## src/rtl/grf_regfile.sv

```systemverilog
// General register file for the single-cycle MIPS datapath: two combinational read ports, one write port, $0 hardwired to zero.
// Optional same-cycle write-to-read forwarding is enabled by defining GRF_WRITE_BYPASS_EN.
module grf_regfile #(
    parameter int DW = 32,
    parameter int AW = 5
) (
    input  logic          clk,
    input  logic          reset_n,
    input  logic [AW-1:0] ra1,
    input  logic [AW-1:0] ra2,
    output logic [DW-1:0] rd1,
    output logic [DW-1:0] rd2,
    input  logic          we,
    input  logic [AW-1:0] wa,
    input  logic [DW-1:0] wd,
    input  logic [31:0]   pc
);

    localparam int NREG = 1 << AW;
    localparam logic [AW-1:0] ZERO_ADDR = {AW{1'b0}};
    localparam logic [DW-1:0] ZERO_DATA = {DW{1'b0}};

    logic [DW-1:0] mem_q [NREG];
    logic [DW-1:0] mem_d [NREG];
    logic          wr_en_s;

    // Commit qualifier; an unknown we fails the equality and falls to no-write.
    always_comb begin
        if ((we == 1'b1) && (wa != ZERO_ADDR)) begin
            wr_en_s = 1'b1;
        end else begin
            wr_en_s = 1'b0;
        end
    end

    // Next-state of the array: only the addressed entry changes, entry 0 pinned to zero.
    always_comb begin
        for (int i = 0; i < NREG; i++) begin
            mem_d[i] = mem_q[i];
        end
        if (wr_en_s) begin
            mem_d[wa] = wd;
        end else begin
            mem_d[0] = ZERO_DATA;
        end
        mem_d[0] = ZERO_DATA;
    end

    // Storage flops, cleared asynchronously by reset_n.
    always_ff @(posedge clk or negedge reset_n) begin
        if (!reset_n) begin
            for (int i = 0; i < NREG; i++) begin
                mem_q[i] <= ZERO_DATA;
            end
        end else begin
            mem_q <= mem_d;
        end
    end

    // Read port 1: $0 and reset force zero ahead of any forwarding.
    always_comb begin
        if ((reset_n == 1'b0) || (ra1 == ZERO_ADDR)) begin
            rd1 = ZERO_DATA;
`ifdef GRF_WRITE_BYPASS_EN
        end else if (wr_en_s && (wa == ra1)) begin
            rd1 = wd;
`endif
        end else begin
            rd1 = mem_q[ra1];
        end
    end

    // Read port 2: same selection as port 1.
    always_comb begin
        if ((reset_n == 1'b0) || (ra2 == ZERO_ADDR)) begin
            rd2 = ZERO_DATA;
`ifdef GRF_WRITE_BYPASS_EN
        end else if (wr_en_s && (wa == ra2)) begin
            rd2 = wd;
`endif
        end else begin
            rd2 = mem_q[ra2];
        end
    end

`ifndef SYNTHESIS
    logic [31:0] trace_cnt_q;

    // Simulation-only commit trace for the grading flow, with a running count of lines printed.
    always_ff @(posedge clk or negedge reset_n) begin
        if (!reset_n) begin
            trace_cnt_q <= 32'd0;
        end else if (wr_en_s) begin
            $display("@%h: $%d <= %h", pc, wa, wd);
            trace_cnt_q <= trace_cnt_q + 32'd1;
        end else begin
            trace_cnt_q <= trace_cnt_q;
        end
    end
`endif

endmodule

```

## config.mk

```make
export PLATFORM = sky130hd
export DESIGN_NAME = grf_regfile
export DESIGN_NICKNAME = d
export VERILOG_FILES = /design/src/rtl/grf_regfile.sv
export SDC_FILE = /design/constraint.sdc
export NUM_CORES = 2
export LEC_CHECK = 0
export CORE_MARGIN = 2
export CORE_UTILIZATION = 40
export DETAILED_ROUTE_END_ITERATION = 16
export GPL_TIMING_DRIVEN = 0
export PLACE_DENSITY = 0.52
export SETUP_SLACK_MARGIN = 0.05
export SLEW_MARGIN = 30
export SYNTH_ARGS = -nofsm -noshare
export SYNTH_HDL_FRONTEND = slang
export SYNTH_SLANG_ARGS = --single-unit
```

## constraint.sdc

```tcl
create_clock -name clk -period 4.2 [get_ports clk]
set_clock_uncertainty 0.1 [all_clocks]
set_input_delay 0.84 -clock clk [delete_from_list [all_inputs] [get_ports clk]]
set_output_delay 0.84 -clock clk [all_outputs]
set_load 0.05 [all_outputs]
```

==> results.py <==
metrics = {
    "timing": {
        "fin_ws_ns": -0.316,
        "tightest_slew_ns": 1.08,
        "hold_violations": 0,
        "relSlewSlack_pct": 28.3,
        "holdWs_ns": 0.104,
        "drv_slew": 0,
        "fin_crit_sh_pct": 108,
        "rsz0062_at_grt": "true",
        "clock.fmax_mhz": 221,
        "setup_viol": 21,
        "period_needed_ns": 4.52,
    },
    "synthesis": {
        "ys_ff_latch": 992,
        "synth_edf_count": 0,
        "syn_inst": 3752,
        "synth_seq_area_share_pct": 46.2,
        "syn_avg_cell_area_um2": 14.3,
        "synth.most_common_cell": "mux2_2",
        "yosysTopAreaCellShare_pct": 46.2,
        "synth_fp_nets": 3834,
        "ys_warn_count": 0,
        "ys_top_cells_by_area": "dfrtp_1 (46%), mux2_2 (22%), mux4_2 (14%), mux2i_1 (6.6%), a22oi_1 (1.2%)",
        "synthFlopType": "dfrtp_1",
        "synthTopCellsByCount": "mux2_2 (1044), dfrtp_1 (992), mux2i_1 (357)",
        "synthArstFlopShare_pct": 100,
        "synth.distinct_cells": 50,
        "syn_area_mm2": 0.0538,
        "yosys.area.top_type": "dfrtp_1",
    },
    "clocking": {
        "cts.sinks": 992,
        "numCtsBuffers": 117,
        "h-tree-depth": 3,
        "cts_tree": "done",
        "cts_max_path_buffers": 3,
        "clk_latency_ns": 0.74,
        "clk_pin_slew_ns": 0.05,
        "clockRootBuffer": "clkbuf_16",
    },
    "setup_path": {
        "worstPathArrival_ns": 3.58,
        "critPathLaunch": "ra1[0]",
        "timing.rr.start": "mem_q[374]",
        "r2r_end": "mem_q[374]",
        "worstSetupStartpointType": "primary input",
        "ff2ff_path_depth": 1,
        "ff2ff_setup_slack_ns": 3.29,
        "required_ns": 3.26,
        "endpoint": "rd1[23]",
        "worstSetupPathType": "primary input to primary output",
        "crit_fanout": 8,
        "critPathCaptureType": "primary output",
    },
    "routing": {
        "wl_per_cell_um": 38.0,
        "num_vias": 37400,
        "vias_per_cell": 6.36,
        "drc": 0,
        "wirelength_mm": 224,
        "drt_pass1_iterations": 5,
        "route.antenna.remaining_nets": 0,
        "drt_iter0_drc": 3980,
    },
    "global_routing": {
        "grt_first_pass_wirelength_mm": 308,
        "grt_pass1_vias": 37500,
        "gr-total-overflow": 0,
        "track_usage_pct": 32.4,
        "grt_max_degree": 121,
        "antenna_found_initial": 5,
    },
    "run": {
        "maxCapViolations": 0,
    },
    "cells_and_area": {
        "area_growth_pct": 16.9,
        "regMostFlops": "mem_q",
        "largest_reg_flops": 992,
        "nNetsFinal": 4105,
        "drive_above_1_share_pct": 49.0,
        "top_regs": "mem_q: 992 flops",
        "regArea_mm2": 0.0248,
        "fillers": 12100,
        "layout.cells.non_filler": 5884,
        "multi_input_area_mm2": 0.0274,
    },
    "run_status": {
        "status": "finished, violations left",
        "violations": "negative setup slack",
    },
    "placement": {
        "io_buffers": 108,
        "dp.cells": 5637,
        "gp_congestion": 0.936,
        "dp_hpwl_mm": 156,
    },
    "floorplanning": {
        "num_rows": 134,
        "initial_core_util_pct": 40.3,
        "die_w_um": 371,
        "dieArea_mm2": 0.137,
        "io-pin-count": 146,
        "fp.dieH_um": 371,
        "core-area_mm2": 0.133,
    },
    "power_and_ir_drop": {
        "power_leakage_nw": 27.5,
        "power_w": 0.0303,
        "peakVddDrop_mv": 0.333,
        "power_density_mw_per_mm2": 481,
    },
    "worst_hold_path": {
        "min_path_type": "primary input to asynchronous set/reset pin",
    },
}
-- where the power goes --
| group | switching [W] | internal (W) | total (W) |
|---|---|---|---|
| Sequential | 0.00149 | 0.0114 | 0.0129 |
| Clock | 0.00433 | 0.00623 | 0.0106 |
| Combinational | 0.00318 | 0.00358 | 0.00676 |
| Total | 0.00900 | 0.0213 | 0.0303 |
-- metrics by stage --
stage	worst slack (ns)	instance area, µm²	util (%)	setup TNS (ns)
after detailed placement	-2.11	57400	43.0	-104.33
after CTS	-0.260	62600	46.9	-1.76
after global routing	-0.277	62800	47.1	-2.16
final	-0.316	62800	47.1	-2.45
after floorplan	0.170	53800	-	0
after global placement	-48.65	57100	42.8	-
-- critical path, stage by stage --
cell and delay, ns:
buf_12 0.09, buf_12 0.13, buf_12 0.13, buf_16 0.13, buf_16 0.13, buf_12 0.13, buf_12 0.12, a221o_1 0.14
nand4_1 0.52, a222oi_1 0.87, buf_4 0.32
-- cell families (layout without fill, tap and decap cells) --
family / count (synthesis) / after routing / share of synthesized area [%]
multiplexers: 1740 / 1740 / 42.5
buffers and inverters: 405 / 765 / 3.77
other: 0 / 4 / 0
flip-flops: 992 / 992 / 46.2
AO/OA/AOI/OAI: 436 / 436 / 5.88
AND/OR/NAND/NOR: 179 / 179 / 1.71
-- worst min-delay path by stage --
stage | startpoint | to | slack (ns)
floorplan | mem_q[102] | mem_q[102] | 0.37
global placement | mem_q[227] | mem_q[227] | 0.39
detailed placement | mem_q[231] | mem_q[231] | 0.40
CTS | reset_n | mem_q[477] | 0.07
global route | reset_n | mem_q[603] | 0.07
finish | reset_n | mem_q[892] | 0.10
-- metal layers --
| metal | up-vias | track usage, % | part of all wire (%) |
|---|---|---|---|
| met5 | - | 0 | 0.0058 |
| met4 | 2 | 13.3 | 4.7 |
| met3 | 428 | 7.77 | 7.8 |
| met2 | 1611 | 49.8 | 45 |
| met1 | 20300 | 44.2 | 42 |
| li1 | 15000 | - | - |
-- cell type report --
class,instances,share of cell area [%]
repair buffers,157,2.84
clock inverters,42,0.834
diodes,4,0.0159
inverters,1,0.00597
well taps,1768,3.52
plain buffers,399,4.41
multi-input cells,2355,43.5
flip-flops and latches,992,39.5
clock buffers,166,5.34
-- timing repair --
item                                    4_1_cts  5_1_grt
gates cloned                                  8        0
hold endpoints to repair                     85        0
endpoints found under the setup margin       64       53
gates resized for setup                     707       88
hold buffers                                  2        0
setup buffers                                20       11
pin swaps                                    47       46
-- cell usage in the layout, fill, tap and decap left out, types with 8 or more instances in the layout --
cell type        count
clkbuf_1           127
clkbuf_4            29
clkbuf_8            36
buf_6               56
nor2b_1              9
bufinv_16           12
o21ai_0             12
buf_12              19
buf_1               39
dfrtp_1            992
a22oi_1             87
a222oi_1            19
nor2_1              16
o22ai_1             32
mux4_2             328
mux2_1              11
clkbuf_2            27
a21oi_1             87
buf_2               75
nand4_1             19
a31oi_1             28
buf_16              13
mux2i_1            357
buf_4              123
clkdlybuf4s50_1     39
clkbuf_16          119
clkinv_2            25
a221o_1             31
a21oi_2             15
mux2_2            1044
o211a_1             26
o21ai_2             14
buf_8                8
nand2b_1            33
nand2_1             69
a211oi_1            32
(Power assumes the default switching activity.)
